[config.mk]
export PLATFORM = sky130hd
export DESIGN_NAME = regfile_wb_arbiter
export DESIGN_NICKNAME = d
export VERILOG_FILES = /design/src/rtl/regfile_wb_arbiter.sv
export SDC_FILE = /design/constraint.sdc
export NUM_CORES = 1
export LEC_CHECK = 0
export ABC_AREA = 1
export CAP_MARGIN = 30
export CORE_AREA = 2 2 126 128
export CTS_BUF_LIST = sky130_fd_sc_hd__clkbuf_4 sky130_fd_sc_hd__clkbuf_8
export CTS_CLUSTER_DIAMETER = 150
export DETAILED_ROUTE_END_ITERATION = 10
export DIE_AREA = 0 0 128 130
export PLACE_DENSITY = 0.78
export RECOVER_POWER = 25
export SLEW_MARGIN = 25
export SYNTH_ARGS = -nofsm -noshare
export SYNTH_HDL_FRONTEND = slang
export SYNTH_SLANG_ARGS = --single-unit
[constraint.sdc]
create_clock -name clk -period 4.8 [get_ports clk]
set_input_delay 1.2 -clock clk [delete_from_list [all_inputs] [get_ports clk]]
set_output_delay 1.2 -clock clk [all_outputs]
set_load 0.1 [all_outputs]
[src/rtl/regfile_wb_arbiter.sv]
// regfile_wb_arbiter: two-FIFO round-robin arbiter for the register file write port.
// Define WB_ARB_STATS_EN to add saturating grant/stall counters.
module regfile_wb_arbiter #(
  parameter int DATA_W = 32,
  parameter int ADDR_W = 5,
  parameter int DEPTH  = 2
) (
  input  logic              clk,
  input  logic              rst_n,
  input  logic              a_valid,
  output logic              a_ready,
  input  logic [ADDR_W-1:0] a_rd,
  input  logic [DATA_W-1:0] a_data,
  input  logic              b_valid,
  output logic              b_ready,
  input  logic [ADDR_W-1:0] b_rd,
  input  logic [DATA_W-1:0] b_data,
  output logic              regWrite,
  output logic [ADDR_W-1:0] rd,
  output logic [DATA_W-1:0] data,
  output logic              busy
`ifdef WB_ARB_STATS_EN
  ,
  output logic [15:0]       grant_cnt_a,
  output logic [15:0]       grant_cnt_b,
  output logic [15:0]       stall_cnt
`endif
);
  localparam int PW = $clog2(DEPTH) + 1;
  localparam int EW = ADDR_W + DATA_W;
  logic [EW-1:0] r_mem_a [DEPTH];
  logic [EW-1:0] r_mem_b [DEPTH];
  logic [PW-1:0] r_wp_a, r_rp_a, r_wp_b, r_rp_b;
  logic          r_last_b, r_we;
  logic [ADDR_W-1:0] r_rd;
  logic [DATA_W-1:0] r_data;
  logic w_empty_a, w_empty_b, w_full_a, w_full_b;
  logic w_push_a, w_push_b, w_gnt_a, w_gnt_b, w_gnt;
  logic [EW-1:0] w_head;
  logic [ADDR_W-1:0] w_head_rd;
  // Full when the pointers differ only in the wrap bit.
  assign w_empty_a = r_wp_a == r_rp_a;
  assign w_empty_b = r_wp_b == r_rp_b;
  assign w_full_a  = (r_wp_a ^ r_rp_a) == {1'b1, {(PW-1){1'b0}}};
  assign w_full_b  = (r_wp_b ^ r_rp_b) == {1'b1, {(PW-1){1'b0}}};
  assign a_ready   = !w_full_a;
  assign b_ready   = !w_full_b;
  assign w_push_a  = a_valid && !w_full_a;
  assign w_push_b  = b_valid && !w_full_b;
  assign w_gnt_a   = !w_empty_a && (w_empty_b || r_last_b);
  assign w_gnt_b   = !w_empty_b && !w_gnt_a;
  assign w_gnt     = w_gnt_a || w_gnt_b;
  assign w_head    = w_gnt_a ? r_mem_a[r_rp_a[PW-2:0]] : r_mem_b[r_rp_b[PW-2:0]];
  assign w_head_rd = w_head[EW-1:DATA_W];
  assign regWrite  = r_we;
  assign rd        = r_rd;
  assign data      = r_data;
  assign busy      = !w_empty_a || !w_empty_b || r_we;
  always_ff @(posedge clk) begin
    if (w_push_a) r_mem_a[r_wp_a[PW-2:0]] <= {a_rd, a_data};
    if (w_push_b) r_mem_b[r_wp_b[PW-2:0]] <= {b_rd, b_data};
  end
  always_ff @(posedge clk or negedge rst_n) begin
    if (!rst_n) begin
      r_wp_a   <= '0;
      r_rp_a   <= '0;
      r_wp_b   <= '0;
      r_rp_b   <= '0;
      r_last_b <= 1'b1;
      r_we     <= 1'b0;
      r_rd     <= '0;
      r_data   <= '0;
    end else begin
      if (w_push_a) r_wp_a <= r_wp_a + 1'b1;
      if (w_push_b) r_wp_b <= r_wp_b + 1'b1;
      if (w_gnt_a) r_rp_a <= r_rp_a + 1'b1;
      if (w_gnt_b) r_rp_b <= r_rp_b + 1'b1;
      if (w_gnt) begin
        r_rd     <= w_head_rd;
        r_data   <= w_head[DATA_W-1:0];
        r_last_b <= w_gnt_b;
      end
      r_we <= w_gnt && (w_head_rd != '0);
    end
  end
`ifdef WB_ARB_STATS_EN
  logic w_stall;
  assign w_stall = (a_valid && w_full_a) || (b_valid && w_full_b);
  always_ff @(posedge clk or negedge rst_n) begin
    if (!rst_n) begin
      grant_cnt_a <= '0;
      grant_cnt_b <= '0;
      stall_cnt   <= '0;
    end else begin
      if (w_gnt_a && grant_cnt_a != 16'hFFFF) grant_cnt_a <= grant_cnt_a + 1'b1;
      if (w_gnt_b && grant_cnt_b != 16'hFFFF) grant_cnt_b <= grant_cnt_b + 1'b1;
      if (w_stall && stall_cnt != 16'hFFFF) stall_cnt <= stall_cnt + 1'b1;
    end
  end
`endif
endmodule

# Word-level counts from Yosys, hierarchy flattened
# Memory sizes are Yosys's and may differ from the RTL's.
# Cells that the tools add are included.
[totals]
word_cells = 40
input_bits = 78
output_inout_bits = 41
regBits = 47
memories = 2
ramBits = 148
[memory_table]
columns = ["name", "words", "word_bits", "rd", "rd_clocked_by_memory_dff", "wr", "line_no", "rtl"]
rows = [
  ["r_mem_a", 2, 37, 1, 0, 1, "31", "logic [EW-1:0] r_mem_a [DEPTH];"],
  ["r_mem_b", 2, 37, 1, 0, 1, "32", "logic [EW-1:0] r_mem_b [DEPTH];"],
]
[op_classes]
bitwise_logic = 2
n_eq_ne = 4
reduce_logical = 15
muxes = 5
n_addsub = 4
[op_table]
columns = ["op", "count"]
rows = [
  ["37-bit 2-to-1 mux", 1],
  ["2-bit by 1-bit adder with 2-bit output, second input constant", 4],
  ["1-bit logical AND", 5],
  ["1-bit zero test", 5],
  ["5-bit nonzero test", 1],
  ["2-bit equality test", 2],
  ["2-bit equality test, second input constant", 2],
  ["1-bit logical OR", 4],
  ["1-bit 2-to-1 mux", 4],
  ["2-bit XOR", 2],
]

# Depth between registers and ports, before layout
# Gate-level depths: netlist (run 1).
[logic_depth]
depth_word = 7
depth_mapped = 13

# Worst setup path before layout (run 1)
# Ideal clock, no wire load.
[synth_path]
path_type = "register to register"
start = "register r_rp_b[0]"
end = "memory r_mem_b[1][0] in the netlist's numbering, enable pin"
slack_ns = 1.123
required_ns = 4.364
setup_ns = 0.436
stages_incl_launch_ff = 7
t_arrival_ns = 3.242
synth_period_minus_slack_ns = 3.677
cell_sequence = "dfrtp_1 > buf_6 > nand2_1 > nand2_4 > nand3_1 > nand2_1 > nor2_1"
[synth_via]
elab_chain_len = 6
[synth_lines]
columns = ["element", "line_no", "rtl"]
rows = [
  ["from (decl)", "33", "logic [PW-1:0] r_wp_a, r_rp_a, r_wp_b, r_rp_b;"],
  ["from (signal assigned)", "77", "if (w_gnt_b) r_rp_b <= r_rp_b + 1'b1;"],
  ["2-bit XOR", "45", "assign w_full_b = (r_wp_b ^ r_rp_b) == {1'b1, {(PW-1){1'b0}}};"],
  ["2-bit equality test", "45", ""],
  ["1-bit zero test", "n/a", ""],
  ["named net b_ready", "15", "output logic b_ready,"],
  ["1-bit logical AND", "49", "assign w_push_b = b_valid && !w_full_b;"],
  ["1-bit 2-to-1 mux", "61", "if (w_push_b) r_mem_b[r_wp_b[PW-2:0]] <= {b_rd, b_data};"],
  ["1-bit 2-to-1 mux (not written as such)", "61", ""],
  ["to (decl)", "32", ""],
]
# The timed path passes the listed nets, and every way through them passes these cells.

# Worst setup path in the final report (run 1)
[layout_path]
start = "register r_rp_a[0]"
end = "output port busy"
[layout_via]
elab_chain_len = 4
[layout_lines]
columns = ["element", "line_no", "rtl"]
rows = [
  ["from (decl)", "33", ""],
  ["from (signal assigned)", "76", "if (w_gnt_a) r_rp_a <= r_rp_a + 1'b1;"],
  ["2-bit equality test", "42", "assign w_empty_a = r_wp_a == r_rp_a;"],
  ["1-bit zero test", "58", "assign busy = !w_empty_a || !w_empty_b || r_we;"],
  ["1-bit logical OR (2 in series)", "58", ""],
  ["to (decl)", "21", "output logic busy"],
]
# No other way between the ends.

==> flow_metrics.tcl, run 1 <==
set metrics [dict create \
    antenna_left 0 \
    met2_usage_pct 34.60 \
    yosys-top-cells-count "148 x edfxtp_1, 138 x nor2_1, 94 x nand2_1" \
    syn_inst 604 \
    worst_pin_slew_ns 2.756 \
    cts.sinks 195 \
    yosys_warnings 0 \
    drt_pre_antenna_iters 5 \
    violations "capacitance limit, slew limit" \
    cts_hold_buf 0 \
    grt_pass1_vias 4964 \
    synthTopCellsByArea "edfxtp_1 59%, dfrtp_1 15%, nor2_1 6.9%" \
    hold_viol 0 \
    cts.path.max_buffers 2 \
    vias 4929 \
    synth_edf_count 148 \
    via_per_inst 5.340 \
    setup-tns-final_ns 0 \
    min_path_type "flop to flop" \
    gp_congestion 0.7870 \
    gr-usage-all-layers_pct 20.44 \
    post_cts_buffers 0 \
    core_area_sq_um 15420 \
    fp.dieArea_sq_um 16640 \
    synth_area_sq_um 7477 \
    worstSkewPairLatency_ns 0.45 \
    crit_fanout 40 \
    cts-root-buf "clkbuf_8" \
    antenna_found_initial 0 \
    nFillCells 1191 \
    areaGrowthSynthToFinish_pct 23.54 \
    synth_top_area_share_pct 59.44 \
    drive_gt1_share_pct 8.345 \
    maxSlewHeadroom_pct -83.76 \
    yosysSeqAreaShare_pct 75.18 \
    drc_errors 0 \
    ys_async_sr_fraction_pct 24.10 \
    fin_area_sq_um 9238 \
    gr-total-overflow 0 \
    grt_pass1_wl_um 25210 \
    status "finished with violations" \
    finalClockSkew_ns 0.01306 \
    io_pins 119 \
    diodes 0 \
    yosys.area.top_type "edfxtp_1" \
    postPlaceCellArea_sq_um 8902 \
    startpoint_type "flop" \
    finalSetupViolations 0 \
    cp_data_arrival_time_ns 2.70 \
    dieHeight_um 130 \
    cts_buffers 17 \
    multi_input_area_sq_um 1694 \
    drv_slew 48 \
    use_met3_pct 4.059 \
    cap_violations 1 \
    avgSynthCellArea_sq_um 12.38 \
    h-tree-depth 4 \
    fin_crit_ns 3.899 \
    port_buffers 118 \
    clock.fmax_ghz 0.2565 \
    regArea_sq_um 5624 \
    die_x_um 128 \
    cts_resized 0 \
    synthFlopType "edfxtp_1" \
    gr-usage-met1_pct 26.12 \
    cts_tree "done" \
    wl_per_cell_um 17.53 \
    ys_types 28 \
    grt_max_degree 48 \
    row_count 46 \
    required_ns 3.60 \
    clk_pin_slew_ns 0.08 \
    yosysMostFrequentCell "edfxtp_1" \
    synth_nets 682 \
    grt.busiest_layer "met2" \
    ys_ff_latch 195 \
    drt_iter0_drc 540 \
    nNetsFinal 796 \
    fin_crit_sh_pct 81.22 \
    start_util_pct 48.48 \
    crit_path_end_kind "output pin" \
    place_hpwl_um 10910 \
    wirelength_um 16180 \
    rsz0062_at_grt "no" \
    path_class "flop to output pin" \
]
## cell families after synthesis
| group | after synthesis | share of synthesized area [%] |
|---|---|---|
| AND/OR/NAND/NOR | 281 | 15.45 |
| AO/OA/AOI/OAI | 77 | 5.305 |
| buffers and inverters | 39 | 2.560 |
| XOR/XNOR | 6 | 0.7028 |
| multiplexers | 6 | 0.8032 |
| flip-flops | 195 | 75.18 |
## metrics by stage
step	setup WS [ns]	cells	utilization (%)	hold WS (ns)
after global routing	0.6902	923	59.89	0.5127
after floorplan	1.123	604	-	0.4616
after global placement	1.440	887	57.03	0.4641
final	0.9012	923	59.89	0.4908
after detailed placement	1.383	891	57.71	0.4654
after CTS	0.8776	923	59.91	0.4902
## layout make-up
class                      count  area share [%]
timing repair buffer         124           14.05
sequential                   195           60.88
inverter                      10          0.4605
tap                          192           2.601
multi-input combinational    370           18.34
clock inverter                11          0.6772
clock buffer                  21           2.993
## routing by layer
layer / up-vias / routed length [um]
met5: - / 0
met4: 0 / 366
met3: 28 / 953
met2: 197 / 8110
met1: 2407 / 6751
li1: 2297 / -
## critical path, stage by stage (launching register included)
cell and delay (ns):
dfrtp_2 0.89, xnor2_1 0.21, nand2_2 0.22, nor2_4 0.05, inv_2 0.44, or2_1 0.23
buf_12 0.18
## final timing paths
| kind | slack [ns] | end | start | cells after the start |
|---|---|---|---|---|
| worst max-delay path | 0.90 | busy | r_rp_a[0]$_DFFE_PN0N_ | 6 |
| worst min-delay path | 0.49 | r_rp_a[1]$_DFFE_PN0N_ | r_rp_a[1]$_DFFE_PN0N_ | 1 |
| worst max register to register | 2.25 | r_mem_a[1][3]$_DFFE_PP_ | r_rp_a[0]$_DFFE_PN0N_ | 5 |
| worst min register to register | 0.49 | r_rp_a[1]$_DFFE_PN0N_ | r_rp_a[1]$_DFFE_PN0N_ | 1 |
| max in group asynchronous | 1.42 | r_rp_a[0]$_DFFE_PN0N_ | rst_n | 1 |
| min in group asynchronous | 1.62 | rd[0]$_DFFE_PN0P_ | rst_n | 1 |
## cells in the final DEF (no fill, tap or decap), types with 2 or more instances in the layout
cell and n:
a21oi_1 2, buf_12 2, buf_16 3, buf_4 4, clkbuf_4 2, clkbuf_8 19
clkdlybuf4s50_1 83, clkinv_1 4, clkinv_2 2, clkinvlp_4 5, dfrtp_1 44, dfrtp_2 2
dlygate4sd3_1 31, edfxtp_1 148, inv_1 6, inv_2 2, inv_4 2, mux2i_1 6
nand2_1 94, nand2_2 2, nand2_4 4, nand3_1 38, nor2_1 134, nor2_4 5
o21ai_0 68, o21ai_1 4, o21ai_2 2, or2_2 2, xnor2_1 2, xor2_1 4
## state kept, by name (all words and copies together) (netlist names)
register / count
data: 32
r_wp_a: 2
r_rp_b: 2
r_mem_a: 74
rd: 5
r_last_b: 1
r_mem_b: 74
r_rp_a: 2
regWrite: 1
r_wp_b: 2
Power of run 1 is left out: the tool's default activity adds up to more than one toggle a clock period on the data nets, which glitch-free logic cannot reach.
==> run 2, diff against run 1 <==
==> constraint.sdc (replaced) <==
create_clock -name clk -period 4 [get_ports clk]
set_input_delay 1 -clock clk [delete_from_list [all_inputs] [get_ports clk]]
set_output_delay 1 -clock clk [all_outputs]
set_load 0.1 [all_outputs]
==> run 2 against run 1 <==
- the run now ends clean
- non-clock buffer count up 3
- first-iteration DRC count fell by 21%
- core utilization rose by 0.25 points
- clock-buffer cell count is 4 lower
- via count down 1.9%
- hold slack worse by 0.0051 ns
- highest routed layer unchanged
- final cell count is 0.22% higher
- setup slack worse by 0.37 ns
- design area rose by 0.42%
- critical path depth rose by 2
- sequential share of layout area down 0.25 points
==> flow_metrics.tcl, run 2 (same netlist as run 1, synthesis figures left out) <==
set metrics [dict create \
    status "complete, no violations" \
    antenna_found_initial 0 \
    setup-tns-final_ns 0 \
    diodes 0 \
    port_buffers 118 \
    cts_buffers 17 \
    crit_chain "inv_4 > nand2_2 > nand2_4 > nand2_4 > nor2_4 > inv_2 > or2_1 > buf_12" \
    cap_violations 0 \
    hold_viol 0 \
    cp_top_family "buffers and inverters" \
    cts_tree "done" \
    dieHeight_um 130 \
    cts-root-buf "clkbuf_8" \
    nNetsFinal 799 \
    grt_pass1_wl_um 24700 \
    clk_pin_slew_ns 0.09 \
    cp_data_arrival_time_ns 2.47 \
    worst_pin_slew_ns 0.9817 \
    rsz0062_at_grt "no" \
    cts_resized 0 \
    worstSkewPairLatency_ns 0.45 \
    layout.cells.most_common "edfxtp_1" \
    grt_max_degree 48 \
    wirelength_um 15980 \
    crit_path_end_kind "output pin" \
    final_cell_mix "148 x edfxtp_1, 134 x nor2_1, 94 x nand2_1" \
    worst_path_most_repeated_cell "nand2_4" \
    critPathBufInv 3 \
    grt_pass1_vias 4946 \
    cts.sinks 195 \
    drive_gt1_share_pct 9.277 \
    cts.path.max_buffers 2 \
    cts_hold_buf 0 \
    die_x_um 128 \
    drt_iter0_drc 428 \
    finalClockSkew_ns 0.01201 \
    fp.dieArea_sq_um 16640 \
    required_ns 3.00 \
    drt_pre_antenna_iters 5 \
    drc_errors 0 \
    areaGrowthSynthToFinish_pct 24.06 \
    row_count 46 \
    antenna_left 0 \
    crit_path_max_incr_delay_ns 0.51 \
    clock.fmax_ghz 0.2884 \
    gp_congestion 0.8329 \
    wl_per_cell_um 17.28 \
    min_path_type "flop to flop" \
    fin_crit_sh_pct 86.70 \
    postPlaceCellArea_sq_um 8852 \
    post_cts_buffers 0 \
    maxSlewHeadroom_pct 34.35 \
    fin_area_sq_um 9276 \
    drv_slew 0 \
    gr-total-overflow 0 \
    start_util_pct 48.48 \
    finalSetupViolations 0 \
    h-tree-depth 4 \
    place_hpwl_um 10580 \
    fin_crit_ns 3.468 \
    finish.utilization_pct 60.14 \
    path_class "flop to output pin" \
    io_pins 119 \
    critical_path.slowest_cell "dfrtp_2" \
    vias 4835 \
    core_area_sq_um 15420 \
    crit_fanout 33 \
    via_per_inst 5.227 \
    gr-usage-all-layers_pct 19.88 \
    startpoint_type "flop" \
]
==> run 2: changes by cell type in the layout (fill, tap and decap cells not counted), moves of 2 or more <==
| cell | previous run | this run |
|---|---|---|
| clkdlybuf4s50_1 | 83 | 81 |
| bufinv_16 | 0 | 3 |
| dlygate4sd3_1 | 31 | 33 |
| inv_6 | 0 | 6 |
| clkinvlp_4 | 5 | 1 |
| clkbuf_4 | 2 | 0 |
| clkinv_4 | 0 | 2 |
| clkbuf_8 | 19 | 17 |
| buf_16 | 3 | 0 |
| clkinv_2 | 2 | 0 |
| buf_4 | 4 | 12 |
| clkinv_1 | 4 | 0 |
| inv_8 | 0 | 2 |
==> run 2: final timing paths <==
kind / from / end / slack (ns) / depth (start not counted)
min reg2reg: data[15]$_DFFE_PN0P_ / data[15]$_DFFE_PN0P_ / 0.49 / 2
max reg2reg: r_rp_b[0]$_DFFE_PN0P_ / r_mem_b[0][25]$_DFFE_PP_ / 1.58 / 7
max in group asynchronous: rst_n / r_rp_b[0]$_DFFE_PN0P_ / 2.95 / 1
min: data[15]$_DFFE_PN0P_ / data[15]$_DFFE_PN0P_ / 0.49 / 2
min in group asynchronous: rst_n / rd[4]$_DFFE_PN0P_ / 0.58 / 1
max: r_rp_b[0]$_DFFE_PN0P_ / busy / 0.53 / 8
==> run 2: cell type report <==
class	instances	area (sq um)
multi-input cells	370	1694
repair buffers	127	1251
clock inverters	14	190.2
clock buffers	17	234.0
well taps	192	240.2
inverters	10	42.54
fillers	1178	6148
flip-flops and latches	195	5624
==> run 2: layer usage <==
metal  vias to the layer above  wire (um)  track usage, %
met5                         -          0               0
met4                         0        292           6.335
met3                        28        990           3.649
met2                       187       8107           34.89
met1                      2321       6593           25.39
li1                       2299          -               -
==> run 2: worst reg2reg max path: cells and delay by family, from the launching register on <==
kind,cells,cell delay (ns)
flip-flops,1,0.51
buffers and inverters,2,0.60
AND/OR/NAND/NOR,5,1.00
==> run 2: metrics by stage <==
step	setup WS, ns	hold WS, ns	cells
final	0.5320	0.4856	925
after global routing	0.3926	0.5140	925
after CTS	0.4941	0.4917	925
after detailed placement	0.9977	0.4674	894
after global placement	1.066	0.4637	894
after floorplan	0.3228	0.4616	604
Power of run 2 is left out for the same reason.
==> run 3, diff against run 2 <==
--- a/config.mk
+++ b/config.mk
@@ -14,7 +14,8 @@
 export DIE_AREA = 0 0 128 130
 export PLACE_DENSITY = 0.78
 export RECOVER_POWER = 25
-export SLEW_MARGIN = 25
+export SKIP_LAST_GASP = 1
+export SLEW_MARGIN = 20
 export SYNTH_ARGS = -nofsm -noshare
 export SYNTH_HDL_FRONTEND = slang
 export SYNTH_SLANG_ARGS = --single-unit
==> constraint.sdc (replaced) <==
create_clock -name clk -period 4 [get_ports clk]
set_input_delay 1 -clock clk [delete_from_list [all_inputs] [get_ports clk]]
set_output_delay 1 -clock clk [all_outputs]
set_load 0.01 [all_outputs]
==> run 3 against run 2 <==
- via count is 2.0% higher
- critical path type unchanged
- sequential share of layout area grew 0.11 points
- maximum frequency fell by 0.53%
- routed wire length increased by 1.3%
- global-route usage is 0.29 points higher
- sequential cell count stayed put
- setup slack got worse by 0.019 ns
- final cell count grew 0.22%
- design area is 0.19% lower
- register-to-register slack lost 0.02 ns
- first-iteration DRC count increased by 1.6%
- core utilization decreased by 0.11 points
==> flow_metrics.tcl, run 3 (same netlist as run 1, synthesis figures left out) <==
set metrics [dict create \
    finalClockSkew_ns 0.01038 \
    gr-usage-all-layers_pct 20.16 \
    port_buffers 118 \
    cap_violations 0 \
    powerDensity_nw_per_um2 820.8 \
    min_path_type "flop to flop" \
    die_x_um 128 \
    crit_path_max_incr_delay_ns 0.47 \
    cts.sinks 195 \
    power_switching_share_pct 37.82 \
    startpoint_type "flop" \
    diodes 0 \
    p_leak_nw 3.462 \
    vias 4932 \
    hold_start "data[16]$_DFFE_PN0P_" \
    grt_pass1_wl_um 25040 \
    wirelength_um 16190 \
    h-tree-depth 4 \
    crit_fanout 41 \
    intPower_w 0.004726 \
    power_frac_comb_pct 40.7 \
    status "complete, no violations" \
    crit_path_start "r_rp_b[0]$_DFFE_PN0P_" \
    antenna_left 0 \
    grt_max_degree 44 \
    drt_pre_antenna_iters 5 \
    worst_path_most_repeated_cell "nand2_4" \
    cp_data_arrival_time_ns 2.49 \
    grt_pass1_vias 5054 \
    drt_iter0_drc 435 \
    finalSetupViolations 0 \
    clkPwrFrac_pct 16.7 \
    fin_crit_ns 3.487 \
    worst_pin_slew_ns 1.486 \
    wl_per_cell_um 17.47 \
    start_util_pct 48.48 \
    place_hpwl_um 10670 \
    rsz0062_at_grt "no" \
    via_per_inst 5.320 \
    critical_path.slowest_cell "clkdlybuf4s50_1" \
    finish.utilization_pct 60.03 \
    cts-root-buf "clkbuf_8" \
    post_cts_buffers 0 \
    cts_hold_buf 0 \
    gr-total-overflow 0 \
    multi_input_area_sq_um 1694 \
    io_pins 119 \
    gp_congestion 0.8024 \
    hold_viol 0 \
    fp.dieArea_sq_um 16640 \
    worstSkewPairLatency_ns 0.45 \
    drv_slew 0 \
    core_area_sq_um 15420 \
    dieHeight_um 130 \
    maxSlewHeadroom_pct 0.9452 \
    fin_crit_sh_pct 87.16 \
    p_seq_share_pct 42.6 \
    power.switching_w 0.002874 \
    worst_slack_ns 0.5135 \
    layout.cells.most_common "edfxtp_1" \
    regArea_sq_um 5624 \
    path_class "flop to output pin" \
    nNetsFinal 800 \
    cts_resized 0 \
    clock.fmax_ghz 0.2868 \
    antenna_found_initial 0 \
    areaGrowthSynthToFinish_pct 23.83 \
    crit_chain "buf_4 > nand2_1 > nand2_4 > nand2_4 > nor2_4 > inv_2 > or2_1 > clkdlybuf4s50_1" \
    drc_errors 0 \
    clk_pin_slew_ns 0.08 \
    drive_gt1_share_pct 8.844 \
    nFillCells 1193 \
    crit_path_end_kind "output pin" \
    required_ns 3.00 \
    ir_worst_vdd_mv 0.4759 \
    row_count 46 \
    cts_tree "done" \
    final_cell_mix "148 x edfxtp_1, 134 x nor2_1, 94 x nand2_1" \
    setup-tns-final_ns 0 \
    post-place-ws_ns 0.9705 \
    cts_buffers 17 \
    reg2reg_from "r_rp_b[0]$_DFFE_PN0P_" \
    cts.path.max_buffers 2 \
]
-- run 3: final timing paths --
kind,to,slack (ns),cells past startpoint
worst min register to register,data[16]$_DFFE_PN0P_,0.48,2
worst max register to register,data[10]$_DFFE_PN0P_,1.56,10
worst min-delay path,data[16]$_DFFE_PN0P_,0.48,2
max in group asynchronous,r_rp_a[0]$_DFFE_PN0N_,1.13,2
worst max-delay path,busy,0.51,8
min in group asynchronous,rd[0]$_DFFE_PN0P_,0.80,1
-- run 3: stage by stage --
stage,power [W],cells,area (sq um),hold slack [ns]
3_3_place_gp,0.006229,894,8845,0.4647
5_1_grt,0.008121,927,9259,0.5142
3_5_place_dp,0.006397,895,8865,0.4649
6_report,0.007600,927,9259,0.4845
2_1_floorplan,0.005240,604,7477,0.4616
4_1_cts,0.007660,927,9276,0.4878
-- run 3: worst max-delay path: cells and delay by family, from the launching register on --
kind                   cells  cell delay, ns
buffers and inverters      3            0.94
and+or+nand+nor            5            0.70
DFF                        1            0.39
-- run 3: area by class of cell --
| type | instances | area share, % |
|---|---|---|
| sequential | 195 | 60.74 |
| timing repair buffer | 128 | 13.46 |
| multi-input combinational | 370 | 18.30 |
| clock inverter | 9 | 1.095 |
| inverter | 10 | 0.4595 |
| tap | 192 | 2.595 |
| clock buffer | 23 | 3.351 |
-- run 3: per-layer routing --
metal  routed length (um)  global-route usage, %
met1                 6693                  25.41
met2                 8178                  34.41
met3                 1123                  5.084
met4                  195                  6.981
met5                    0                      0
-- run 3: power by group through the flow --
stage	sequential (W)	clock, W	combinational (W)
finish	0.00323	0.00127	0.00310
global route	0.00329	0.00137	0.00346
CTS	0.00323	0.00128	0.00314
detailed placement	0.00327	0	0.00312
global placement	0.00324	0	0.00299
floorplan	0.00333	0	0.00191
Note: power is estimated with default switching activity, not from simulation.
